**src/rtl/autosa_dmaif_rd_router.sv**
```systemverilog
// Read-DMA router: steers client read requests to one of NUM_PORTS memory interfaces and
// merges the per-port responses back into a single stream in request order.
module autosa_dmaif_rd_router #(
    parameter int unsigned NUM_PORTS = 2,
    parameter int unsigned SEL_W     = 1,
    parameter int unsigned REQ_W     = 79,
    parameter int unsigned RSP_W     = 257,
    parameter int unsigned LEN_LSB   = 64,
    parameter int unsigned LEN_W     = 15,
    parameter int unsigned ORD_DEPTH = 16
) (
    input  logic                           autosa_core_clk,
    input  logic                           autosa_core_rst,
    input  logic [SEL_W-1:0]               dma_rd_req_ram_type,
    input  logic [REQ_W-1:0]               dma_rd_req_pd,
    input  logic                           dma_rd_req_vld,
    output logic                           dma_rd_req_rdy,
    output logic [NUM_PORTS*REQ_W-1:0]     port_rd_req_pd,
    output logic [NUM_PORTS-1:0]           port_rd_req_valid,
    input  logic [NUM_PORTS-1:0]           port_rd_req_ready,
    input  logic [NUM_PORTS*RSP_W-1:0]     port_rd_rsp_pd,
    input  logic [NUM_PORTS-1:0]           port_rd_rsp_valid,
    output logic [NUM_PORTS-1:0]           port_rd_rsp_ready,
    output logic [RSP_W-1:0]               dma_rd_rsp_pd,
    output logic                           dma_rd_rsp_vld,
    input  logic                           dma_rd_rsp_rdy,
    input  logic [SEL_W-1:0]               dma_rd_cdt_ram_type,
    input  logic                           dma_rd_cdt_lat_fifo_pop,
    output logic [NUM_PORTS-1:0]           port_rd_cdt_lat_fifo_pop,
    output logic [$clog2(ORD_DEPTH):0]     outstanding_cnt,
    output logic                           sel_err
);

    localparam int unsigned PTR_W = $clog2(ORD_DEPTH);
    localparam int unsigned CNT_W = PTR_W + 1;
    localparam logic [PTR_W:0]   PTR_ONE = (PTR_W + 1)'(1);
    localparam logic [CNT_W-1:0] CNT_ONE = CNT_W'(1);
    localparam logic [LEN_W-1:0] LEN_ONE = LEN_W'(1);

    // Order FIFO: one entry per outstanding request, {target port, beats-minus-one}
    logic [SEL_W-1:0] ord_sel_q [ORD_DEPTH];
    logic [LEN_W-1:0] ord_len_q [ORD_DEPTH];
    logic [PTR_W:0]   wr_ptr_q;
    logic [PTR_W:0]   rd_ptr_q;
    logic [CNT_W-1:0] cnt_q;
    logic [LEN_W-1:0] beat_q;

    logic             ord_full;
    logic             ord_empty;
    logic             sel_ok;
    logic             req_port_rdy;
    logic             req_acc;
    logic             rsp_acc;
    logic             ord_pop;
    logic [SEL_W-1:0] head_sel;
    logic [LEN_W-1:0] head_len;
    logic [NUM_PORTS-1:0] cdt_pop_d;

    assign ord_full  = (wr_ptr_q[PTR_W] != rd_ptr_q[PTR_W]) &&
                       (wr_ptr_q[PTR_W-1:0] == rd_ptr_q[PTR_W-1:0]);
    assign ord_empty = (wr_ptr_q == rd_ptr_q);
    assign head_sel  = ord_sel_q[rd_ptr_q[PTR_W-1:0]];
    assign head_len  = ord_len_q[rd_ptr_q[PTR_W-1:0]];

    assign port_rd_req_pd = {NUM_PORTS{dma_rd_req_pd}};

    always_comb begin
        port_rd_req_valid = '0;
        req_port_rdy      = 1'b0;
        sel_ok            = 1'b0;
        for (int i = 0; i < NUM_PORTS; i++) begin
            if (dma_rd_req_ram_type == SEL_W'(i)) begin
                sel_ok               = 1'b1;
                req_port_rdy         = port_rd_req_ready[i];
                port_rd_req_valid[i] = dma_rd_req_vld & ~ord_full;
            end
        end
    end

    assign dma_rd_req_rdy = req_port_rdy & ~ord_full;
    assign req_acc        = dma_rd_req_vld & dma_rd_req_rdy;

    // Only the head port is ever listened to, which is what keeps responses in order
    always_comb begin
        dma_rd_rsp_vld    = 1'b0;
        dma_rd_rsp_pd     = '0;
        port_rd_rsp_ready = '0;
        for (int i = 0; i < NUM_PORTS; i++) begin
            if (!ord_empty && head_sel == SEL_W'(i)) begin
                dma_rd_rsp_vld       = port_rd_rsp_valid[i];
                dma_rd_rsp_pd        = port_rd_rsp_pd[i*RSP_W +: RSP_W];
                port_rd_rsp_ready[i] = dma_rd_rsp_rdy;
            end
        end
    end

    assign rsp_acc = dma_rd_rsp_vld & dma_rd_rsp_rdy;
    assign ord_pop = rsp_acc & (beat_q == head_len);

    always_comb begin
        cdt_pop_d = '0;
        for (int i = 0; i < NUM_PORTS; i++) begin
            if (dma_rd_cdt_ram_type == SEL_W'(i)) begin
                cdt_pop_d[i] = dma_rd_cdt_lat_fifo_pop;
            end
        end
    end

    always_ff @(posedge autosa_core_clk) begin
        if (req_acc) begin
            ord_sel_q[wr_ptr_q[PTR_W-1:0]] <= dma_rd_req_ram_type;
            ord_len_q[wr_ptr_q[PTR_W-1:0]] <= dma_rd_req_pd[LEN_LSB +: LEN_W];
        end
    end

    always_ff @(posedge autosa_core_clk) begin
        if (autosa_core_rst) begin
            wr_ptr_q                 <= '0;
            rd_ptr_q                 <= '0;
            cnt_q                    <= '0;
            beat_q                   <= '0;
            sel_err                  <= 1'b0;
            port_rd_cdt_lat_fifo_pop <= '0;
        end else begin
            if (req_acc) begin
                wr_ptr_q <= wr_ptr_q + PTR_ONE;
            end
            if (ord_pop) begin
                rd_ptr_q <= rd_ptr_q + PTR_ONE;
            end
            case ({req_acc, ord_pop})
                2'b10:   cnt_q <= cnt_q + CNT_ONE;
                2'b01:   cnt_q <= cnt_q - CNT_ONE;
                default: cnt_q <= cnt_q;
            endcase
            if (rsp_acc) begin
                beat_q <= ord_pop ? '0 : beat_q + LEN_ONE;
            end
            if (dma_rd_req_vld && !sel_ok) begin
                sel_err <= 1'b1;
            end
            port_rd_cdt_lat_fifo_pop <= cdt_pop_d;
        end
    end

    assign outstanding_cnt = cnt_q;

endmodule

```
**config.mk**
```make
export PLATFORM = sky130hd
export DESIGN_NAME = autosa_dmaif_rd_router
export DESIGN_NICKNAME = d
export VERILOG_FILES = /design/src/rtl/autosa_dmaif_rd_router.sv
export SDC_FILE = /design/constraint.sdc
export NUM_CORES = 1
export LEC_CHECK = 0
export BUFFER_PORTS_ARGS = -buffer_cell sky130_fd_sc_hd__buf_2
export CORE_AREA = 8 8 395 397
export CTS_CLUSTER_SIZE = 20
export DETAILED_ROUTE_END_ITERATION = 8
export DIE_AREA = 0 0 403 405
export GPL_ROUTABILITY_DRIVEN = 1
export PLACE_DENSITY = 0.39
export RECOVER_POWER = 50
export SLEW_MARGIN = 20
export SYNTH_ARGS = -nofsm -noshare
export SYNTH_HDL_FRONTEND = slang
export SYNTH_SLANG_ARGS = --single-unit
```
**constraint.sdc**
```tcl
create_clock -name autosa_core_clk -period 5.4 [get_ports autosa_core_clk]
set_clock_uncertainty 0.2 [all_clocks]
set_input_delay 0 -clock autosa_core_clk [delete_from_list [all_inputs] [get_ports autosa_core_clk]]
set_output_delay 0 -clock autosa_core_clk [all_outputs]
set_load 0.01 [all_outputs]
```
Word-level counts from Yosys, hierarchy flattened:

Memory sizes are Yosys's and may differ from the RTL's. A register that Yosys moved wholly into a read port is not among the register bits.
Index checks and enable logic that the tools add are counted.
W data, S select, Z words.

* register bits after elaboration: 32
* RAM bits: 256
* output and inout port bits: 429
* logic and storage cells: 51
* memories kept: 2

* add/subtract/negate cells: 5
* equality and inequality tests: 6
* muxes and demuxes: 17
* bitwise operators: 8
* reductions and logical operators: 7

Memory list
* ord_len_q: words 16, width 15, rd ports 1, clocked after memory_dff 1, wr ports 1, RTL line 42 `logic [LEN_W-1:0] ord_len_q [ORD_DEPTH];`
* ord_sel_q: words 16, width 1, rd ports 1, clocked after memory_dff 1, wr ports 1, RTL line 41 `logic [SEL_W-1:0] ord_sel_q [ORD_DEPTH];`

Operators by type and width (count)
* $mux W257: 2
* $mux W4: 4
* $add A15 B1 Y15 const B: 1
* $add A5 B1 Y5 const B: 3
* $eq A15 B15 Y1: 1
* $mux W15: 1
* $pmux W5 S2: 1
* $mux W1: 9
* $and A1 B1 Y1: 5
* $eq A5 B5 Y1: 1
* $sub A5 B1 Y5 const B: 1
* $eq A4 B4 Y1: 1
* $reduce_or A2 Y1: 2
* $logic_and A1 B1 Y1: 3
* $not A1 Y1: 3
* $eq A2 B1 Y1 const B: 1
* $eq A2 B2 Y1 const B: 1
* $reduce_bool A2 Y1: 1
* $logic_not A1 Y1: 1
* $ne A1 B1 Y1: 1

Depth between registers and ports, before layout:

Gate-level depths: netlist of run 1.

* word-level depth: 9
* depth in mapped cells: 21

Worst setup path before layout of run 1:

OpenSTA, ideal clock, no wires.

* path kind: reg2reg
* start point: register (tool-made name)
* end point: register cnt_q[4] (netlist: outstanding_cnt[4])
* data arrival time: 4.188 ns
* required time: 5.130 ns
* path slack: 0.942 ns
* cell stages (with the launch flop): 22
* buffers on the path: 5
* period minus slack after synthesis: 4.458 ns
* cells stage by stage: dfxtp_1 buf_2 buf_2 buf_2 buf_2 mux4_2 mux2i_1 xor2_1 nand3_1 nor4_1 o2111ai_1 nor3_1 ha_1 clkbuf_1 xor2_1 ha_1 o21ai_0 a21oi_1 a21oi_1 xor2_1 or3_1 a21oi_1

RTL lines
* to (signal assigned): RTL line 132 `2'b10: cnt_q <= cnt_q + CNT_ONE;`
* to (signal assigned): RTL line 133 `2'b01: cnt_q <= cnt_q - CNT_ONE;`
* to (signal assigned): RTL line 134 `default: cnt_q <= cnt_q;`
* to (decl): RTL line 45 `logic [CNT_W-1:0] cnt_q;`

==> reports/summary.txt, run 1 <==
outcome: finished, violations left
failing checks: max-capacitance violations, max-slew violations
hpwl dp: 163.0 mm
Vias: 17870
peak supply drop: 200.5 uV
Layout Nets: 3109
Final min period: 4.966 ns
critical path type: register to register
EDFF count, synth: 256
Slew HR: -8.135%
Tot GR Track Use: 21.58%
iteration count of the initial detailed-routing pass: 5
initial cell density of the core: 11.22%
cts bufs inserted: 30
max incr delay on CP: 0.76 ns
# rows: 142
Max Slew Vio Count: 84
cell taking the most area after synthesis: edfxtp_1
worst setup margin: 0.4343 ns
Util after Layout: 16.46%
clock slew at reported path FFs: 0.09 ns
setup TNS: 0 ns
layout cells sized above 1: 38.51%
Final Power: 5.968 mW
final WL: 186.1 mm
cell count after synthesis: 1744
Final setup viols: 0
gpl congestion: 0.9992
synth top area cells: edfxtp_1 (46%), nand2_1 (12%), a21oi_1 (8.0%)
CTS tree: built
GR Overflow Total: 0
top-count cell post-synth: nand2_1
Post-CTS Setup Bufs: 0
Req. time, crit path: 5.72 ns
ys flop type: edfxtp_1
first-pass GRT wire length: 220.9 mm
Yosys cell types: 56
WL/cell: 40.37 um
post-synth top area share: 45.89%
sequential area share after synthesis: 50.19%
final antenna-violating net count: 0
critical path peak fanout: 22
Slowest cell on crit path: dfxtp_2
largest net degree at the start of global routing: 138
Post-route DRC: 0
fmax: 0.2014 GHz
clk root buf: clkbuf_16
worst slack at placement: 0.4221 ns
Syn Std Cell Area: 16750 sq um
H-tree Lvls: 1
# IOs: 1033
type of the most critical hold path: input pin to register
asr flop ratio synth: 0%
Worst-Margin Slew: 1.622 ns
delay-heaviest family, CP: simple AND/OR/NAND/NOR gates
Initial DRC Count: 2137
DIE HEIGHT: 405 um
Die Width: 403 um
final hold vios: 0
core area: 149200 sq um
IO buf count: 839
vias in the first global route: 16980
Worst setup SP type: register
unrepaired setup endpoints after global routing: no
syn_area_per_cell: 9.605 sq um
Synth-to-Final Area Change: 46.66%
top cells by count, synth: nand2_1 (541), a21oi_1 (267), edfxtp_1 (256)
Max clock buf depth: 3
crit share post-route: 91.96%
Maximum Capacitance Violations: 5
leak pwr: 9.841 nW
Post-Syn Nets: 2358
worst hold slack: 0.06033 ns
Skew-Pair Late Insertion Delay: 0.61 ns
CP cell instances: buf_4, mux2i_1, a22o_1, o21ai_0, or3b_1, nor4_1, buf_4, o2111ai_1, nor3_1, buf_4, ha_1, xor2_1, ha_1, o21ai_0, a21oi_1, a21oi_1, xor2_1, or3_1, a21oi_1
PD cells: 242.9 nW/um^2
CTS Sinks: 292
flops & latches, synth: 292
synth warn: 0
worst path buffer plus inverter count: 3
crit end category: register
Critical Path AT: 5.29 ns
Vias/cell: 3.877
DIE AREA: 163200 sq um
initial antenna violation count: 209
==> worst reg2reg max path, stage by stage (launching register included) <==
cell       delay, ns
dfxtp_2         0.76
buf_4           0.32
mux2i_1         0.10
a22o_1          0.25
o21ai_0         0.14
or3b_1          0.36
nor4_1          0.50
buf_4           0.21
o2111ai_1       0.19
nor3_1          0.24
buf_4           0.17
ha_1            0.17
xor2_1          0.15
ha_1            0.20
o21ai_0         0.08
a21oi_1         0.15
a21oi_1         0.09
xor2_1          0.15
or3_1           0.31
a21oi_1         0.14
==> stage by stage <==
| step | cell area, sq um | std cells |
|---|---|---|
| CTS | 24280 | 4460 |
| floorplan | 16750 | 1744 |
| detailed placement | 22450 | 4317 |
| finish | 24570 | 4610 |
| global route | 24230 | 4477 |
| global placement | 22450 | 4317 |
==> layer usage <==
metal / routed length, um / share of wire [%] / vias to the layer above / GRT usage (%)
met5: 645 / 0.35 / - / 0
met4: 4833 / 2.6 / 80 / 4.210
met3: 32810 / 18 / 320 / 15.01
met2: 79520 / 43 / 1256 / 32.98
met1: 68310 / 37 / 8590 / 24.92
li1: - / - / 7627 / -
==> sequential cells by signal, indices dropped and copies added (netlist names), named ones only <==
register / flops
ord_len_q: 240
beat_q: 15
port_rd_cdt_lat_fifo_pop: 2
outstanding_cnt: 5
wr_ptr_q: 5
ord_sel_q: 16
rd_ptr_q: 5
==> final cells by class <==
cell class / instances / area (sq um)
multi-input combinational: 1162 / 6735
inverter: 11 / 41.29
clock inverter: 21 / 173.9
sequential: 292 / 8411
antenna: 150 / 375.4
timing repair buffer: 998 / 5640
clock buffer: 32 / 758.2
tap: 1944 / 2432
fill: 16900 / 124700
==> layout by cell type (no fill, tap or decap), types with 11 or more instances in the layout <==
| cell | Yosys | routed |
|---|---|---|
| mux4_2 | 42 | 42 |
| clkbuf_16 | 0 | 30 |
| dfxtp_1 | 36 | 34 |
| clkbuf_1 | 98 | 64 |
| mux2i_1 | 43 | 43 |
| mux2_2 | 15 | 15 |
| edfxtp_1 | 256 | 256 |
| nand3_1 | 12 | 12 |
| buf_2 | 15 | 782 |
| nand2_1 | 541 | 541 |
| buf_4 | 161 | 55 |
| nor2_1 | 58 | 45 |
| dlygate4sd3_1 | 0 | 90 |
| o22ai_1 | 11 | 11 |
| inv_1 | 11 | 11 |
| a21oi_1 | 267 | 267 |
| o21ai_0 | 13 | 13 |
| xnor2_1 | 15 | 15 |
| xor2_1 | 25 | 25 |
| diode_2 | 0 | 150 |
==> cells by family (layout without fill, tap and decap cells) <==
logic type               Yosys count  in the layout  share of synthesized area (%)
multiplexers                     109            109                          9.830
XOR/XNOR                          40             40                          2.091
flip-flops                       292            292                          50.19
adder cells (fa/ha/maj)           10             10                         0.7469
buffers and inverters            290           1062                          10.31
AO/OA/AOI/OAI                    324            324                          10.36
AND/OR/NAND/NOR                  678            678                          16.45
other                              1            151                        0.02239
==> final timing paths <==
path                  startpoint                          end  slack, ns  cells after the start
max                     register           outstanding_cnt[4]       0.43                     19
min          dma_rd_cdt_ram_type  port_rd_cdt_lat_fifo_pop[1]       0.06                      3
max reg2reg             register           outstanding_cnt[4]       0.43                     19
min reg2reg   outstanding_cnt[4]           outstanding_cnt[4]       0.31                      2
==> timing repair <==
item                                   4_1_cts  5_1_grt
endpoints found under the hold margin      405        0
hold buffers                                90        0
resized for setup                            0        0
==> report_power, final <==
part / switching, mW / internal [mW]
logic: 0.996 / 0.414
registers: 0.00957 / 2.47
clock network: 0.970 / 1.11
Note: power is estimated with default switching activity, not from simulation.
==> run 2, diff against run 1 <==
==> constraint.sdc (replaced) <==
create_clock -name autosa_core_clk -period 5.4 [get_ports autosa_core_clk]
set_clock_uncertainty 0.2 [all_clocks]
set_input_delay 0.54 -clock autosa_core_clk [delete_from_list [all_inputs] [get_ports autosa_core_clk]]
set_output_delay 0.54 -clock autosa_core_clk [all_outputs]
set_load 0.01 [all_outputs]
==> run 2 against run 1 <==
  * The flow still finishes with violations (max-capacitance violations, max-slew violations)
  * Worst setup slack worse by 0.094 ns
  * Fmax is 1.9% lower
  * Design area is 1.4% lower
  * Sequential cell count stayed put
  * First-iteration DRC count is 3.1% higher
  * Sequential power hardly changed
  * Hold slack better by 0.25 ns
  * Critical path depth is 9 lower
  * Power is 0.47% higher
  * Via count is 0.20% lower
  * Die area stayed put
==> reports/summary.txt, run 2 (synthesized netlist as in run 1, its figures left out) <==
outcome: finished, violations left
failing checks: max-capacitance violations, max-slew violations
Layout Nets: 3076
Worst-Margin Slew: 1.587 ns
unrepaired setup endpoints after global routing: no
WL met2: 79.30 mm
layout cells sized above 1: 41.22%
final antenna-violating net count: 0
# IOs: 1033
initial antenna violation count: 202
critical path type: register to output port
Tot GR Track Use: 21.63%
DIE AREA: 163200 sq um
Synth-to-Final Area Change: 44.57%
fill count: 17050
max FFs per register: 240
# rows: 142
Max Slew Vio Count: 81
WL met3: 29.68 mm
fin cells: 4577
CTS tree: built
DIE HEIGHT: 405 um
Final setup viols: 0
Critical Path AT: 4.32 ns
Max clock buf depth: 3
Top Metal Used: met5
first-pass GRT wire length: 221.8 mm
Req. time, crit path: 4.66 ns
leak pwr: 9.783 nW
H-tree Lvls: 1
Final min period: 5.060 ns
Vias: 17840
final hold vios: 0
WL/cell: 40.77 um
IO buf count: 839
clk root buf: clkbuf_16
Vias/cell: 3.897
hpwl dp: 164.7 mm
gpl congestion: 0.9741
commonest non-fill, non-tap cells in the layout: buf_2 (782), nand2_1 (541), a21oi_1 (263), edfxtp_1 (256), buf_4 (107)
Slew HR: -5.833%
setup TNS: 0 ns
Maximum Capacitance Violations: 5
type of the most critical hold path: register to register
crit share post-route: 93.70%
iteration count of the initial detailed-routing pass: 5
PD cells: 247.6 nW/um^2
cts bufs inserted: 30
critical path peak fanout: 108
DP Area: 22920 sq um
Initial DRC Count: 2203
vias in the first global route: 17130
fmax: 0.1976 GHz
GR Overflow Total: 0
clock slew at reported path FFs: 0.06 ns
Worst setup SP type: register
Util after Layout: 16.23%
fin area: 24220 sq um
Final Power: 5.996 mW
final WL: 186.6 mm
crit end category: output port
Post-route DRC: 0
core area: 149200 sq um
Skew-Pair Late Insertion Delay: 0.60 ns
wl on met1: 71.92 mm
Die Width: 403 um
Post-CTS Setup Bufs: 0
most common cell after layout, fill and taps aside: buf_2
placed instance count: 4371
largest net degree at the start of global routing: 139
CP cell instances: buf_12, mux4_2, nand3_1, and4_4, buf_4, buf_12, nand2_1, a21oi_1, buf_4, buf_2
CTS Sinks: 292
peak supply drop: 245.4 uV
max incr delay on CP: 0.55 ns
initial cell density of the core: 11.22%
Slowest cell on crit path: mux4_2
-- run 2: worst max-delay path, delay by kind of cell, from the launching register on --
family | cells | cell delay, ns
buffers and inverters | 5 | 1.35
flip-flops | 1 | 0.35
AO/OA/AOI/OAI | 1 | 0.49
AND/OR/NAND/NOR | 3 | 0.76
multiplexers | 1 | 0.55
-- run 2: metal layers --
metal	track usage, %	up-vias
li1	-	7551
met1	25.82	8668
met2	32.42	1216
met3	13.72	345
met4	5.406	58
met5	0	-
-- run 2: final timing paths --
check             depth (start not counted)            endpoint  slack [ns]                from
setup / recovery                         10   dma_rd_rsp_pd[49]        0.34            register
hold / removal                            2  outstanding_cnt[4]        0.31  outstanding_cnt[4]
hold reg to reg                           2  outstanding_cnt[4]        0.31  outstanding_cnt[4]
setup reg to reg                         19  outstanding_cnt[4]        0.37            register
-- run 2: final cells by class --
class	instances	area [sq um]	share of cell area [%]
inverter	11	41.29	0.1705
multi-input combinational	1162	6744	27.85
timing repair buffer	965	5233	21.61
antenna	149	372.9	1.540
clock buffer	34	765.7	3.162
tap	1944	2432	10.04
sequential	292	8413	34.74
clock inverter	20	215.2	0.8887
-- run 2: power by group --
group	leakage (nW)	total [mW]	switching (mW)	internal (mW)
Combinational	6.71	1.36	0.947	0.412
Sequential	2.60	2.48	0.00980	2.47
Clock	0.472	2.16	0.951	1.21
-- run 2: timing repair --
item | in CTS | in global routing
resized for setup | 4 | 1
endpoints found under the hold margin | 2 | 0
pin swaps | 0 | 0
endpoints found under the setup margin | 4 | 1
hold buffers | 3 | 0
gates cloned | 0 | 0
-- run 2: metrics by stage --
| step | setup WS, ns | hold slack [ns] |
|---|---|---|
| 2_1_floorplan | 0.9418 | 0.2918 |
| 3_3_place_gp | 0.1397 | 0.3197 |
| 5_1_grt | 0.03781 | 0.3610 |
| 6_report | 0.3402 | 0.3083 |
| 4_1_cts | 0.1719 | 0.1091 |
| 3_5_place_dp | 0.3043 | 0.2962 |
==> run 3, diff against run 2 <==
--- a/config.mk
+++ b/config.mk
@@ -6,12 +6,12 @@
 export NUM_CORES = 1
 export LEC_CHECK = 0
 export BUFFER_PORTS_ARGS = -buffer_cell sky130_fd_sc_hd__buf_2
-export CORE_AREA = 8 8 395 397
-export CTS_CLUSTER_SIZE = 20
+export CORE_AREA = 3 3 401 403
+export CTS_CLUSTER_SIZE = 25
 export DETAILED_ROUTE_END_ITERATION = 8
-export DIE_AREA = 0 0 403 405
+export DIE_AREA = 0 0 404 406
 export GPL_ROUTABILITY_DRIVEN = 1
-export PLACE_DENSITY = 0.39
+export PLACE_DENSITY = 0.38
 export RECOVER_POWER = 50
 export SLEW_MARGIN = 20
 export SYNTH_ARGS = -nofsm -noshare
==> run 3 against run 2 <==
  * The flow still finishes with violations (max-capacitance violations, max-slew violations)
  * Worst setup slack got worse by 0.042 ns
  * Design area increased by 1.8%
  * First-iteration DRC count decreased by 17%
  * Critical endpoint is now dma_rd_rsp_pd[59]
  * Hold slack got worse by 0.019 ns
  * Global-route usage decreased by 1.5 points
  * Critical path depth decreased by 1
==> reports/summary.txt, run 3 (synthesized netlist as in run 1, its figures left out) <==
most common cell after layout, fill and taps aside: buf_2
Vias/cell: 3.696
type of the most critical hold path: register to register
critical path peak fanout: 40
worst slack at placement: 0.3773 ns
CTS tree: built
gpl congestion: 0.9391
hold_sp: outstanding_cnt[4]
Req. time, crit path: 4.66 ns
WL/cell: 36.75 um
layout cells sized above 1: 41.81%
fin cells: 4723
iteration count of the initial detailed-routing pass: 5
Die Width: 404 um
initial antenna violation count: 186
leak pwr: 9.950 nW
worst hold slack: 0.2897 ns
crit share post-route: 94.48%
DIE HEIGHT: 406 um
unrepaired setup endpoints after global routing: no
core area: 157800 sq um
Worst-Margin Slew: 1.740 ns
Synth-to-Final Area Change: 47.16%
IO buf count: 839
crit end category: output port
fill count: 18090
cts bufs inserted: 30
CTS Sinks: 292
worst setup margin: 0.2983 ns
Layout Nets: 3100
Post-route DRC: 0
commonest non-fill, non-tap cells in the layout: buf_2 (777), nand2_1 (541), a21oi_1 (267), edfxtp_1 (256), buf_4 (130)
outcome: finished, violations left
CTS resizes: 0
max FFs per register: 240
Max Slew Vio Count: 68
clock slew at reported path FFs: 0.07 ns
Critical Path AT: 4.36 ns
hpwl dp: 151.5 mm
GR Overflow Total: 0
Max clock buf depth: 3
Multi-input gate area: 6758 sq um
H-tree Lvls: 1
Tot GR Track Use: 20.17%
failing checks: max-capacitance violations, max-slew violations
final antenna-violating net count: 0
initial cell density of the core: 10.61%
Final setup viols: 0
Final min period: 5.102 ns
critical path type: register to output port
Worst setup SP type: register
fmax: 0.1960 GHz
placed instance count: 4524
Slew HR: -15.97%
# IOs: 1033
Reg area: 8411 sq um
Vias: 17450
vias in the first global route: 16420
final WL: 173.6 mm
clk root buf: clkbuf_16
Util after Layout: 15.62%
peak supply drop: 253.5 uV
DIE AREA: 164000 sq um
PD cells: 246.2 nW/um^2
final hold vios: 0
largest net degree at the start of global routing: 172
Initial DRC Count: 1822
first-pass GRT wire length: 205.9 mm
Skew-Pair Late Insertion Delay: 0.61 ns
# rows: 146
Maximum Capacitance Violations: 4
setup TNS: 0 ns
-- run 3: worst paths after layout --
check | cells past startpoint | slack [ns] | end
worst max register to register | 20 | 0.48 | outstanding_cnt[4]
worst max-delay path | 9 | 0.30 | dma_rd_rsp_pd[59]
worst min-delay path | 2 | 0.29 | outstanding_cnt[4]
worst min register to register | 2 | 0.29 | outstanding_cnt[4]
-- run 3: power breakdown --
part	total (mW)	internal, mW	switching, mW
combinational	1.30	0.433	0.868
clock	2.29	1.33	0.960
sequential	2.48	2.47	0.00808
-- run 3: layout make-up --
class | count | share of cell area [%]
Clock buffer | 33 | 3.177
Multi-Input combinational cell | 1162 | 27.41
Tap cell | 2072 | 10.52
Sequential cell | 292 | 34.12
Antenna cell | 142 | 1.441
Clock inverter | 22 | 1.117
Inverter | 11 | 0.1675
Timing Repair Buffer | 989 | 22.05
-- run 3: layer usage --
metal	vias up	wire length, um	global-route usage (%)
met3	367	34850	16.77
met2	1055	70000	28.41
met4	98	5671	5.944
met5	-	649	0.02974
met1	8325	62410	22.61
li1	7609	-	-
-- run 3: timing repair --
action | 4_1_cts | 5_1_grt
setup endpoints to repair | 0 | 1
buffers inserted | 0 | 0
hold endpoints to repair | 2 | 0
hold buffers | 3 | 0
-- run 3: per-stage QoR --
| stage | total power, mW | cell area (sq um) |
|---|---|---|
| after global placement | 3.854 | 23320 |
| after CTS | 6.148 | 24410 |
| after detailed placement | 3.854 | 23320 |
| after global routing | 6.293 | 24370 |
| after floorplan | 3.036 | 16750 |
| final | 6.069 | 24650 |
-- run 3: critical path, stage by stage (launching register included) --
cell and delay (ns):
dfxtp_1 0.60, buf_4 0.24, mux4_2 0.50, nand2_1 0.15, and4_4 0.25, buf_4 0.42, buf_4 0.52, nand2_1 0.27
a21oi_1 0.54, buf_2 0.24
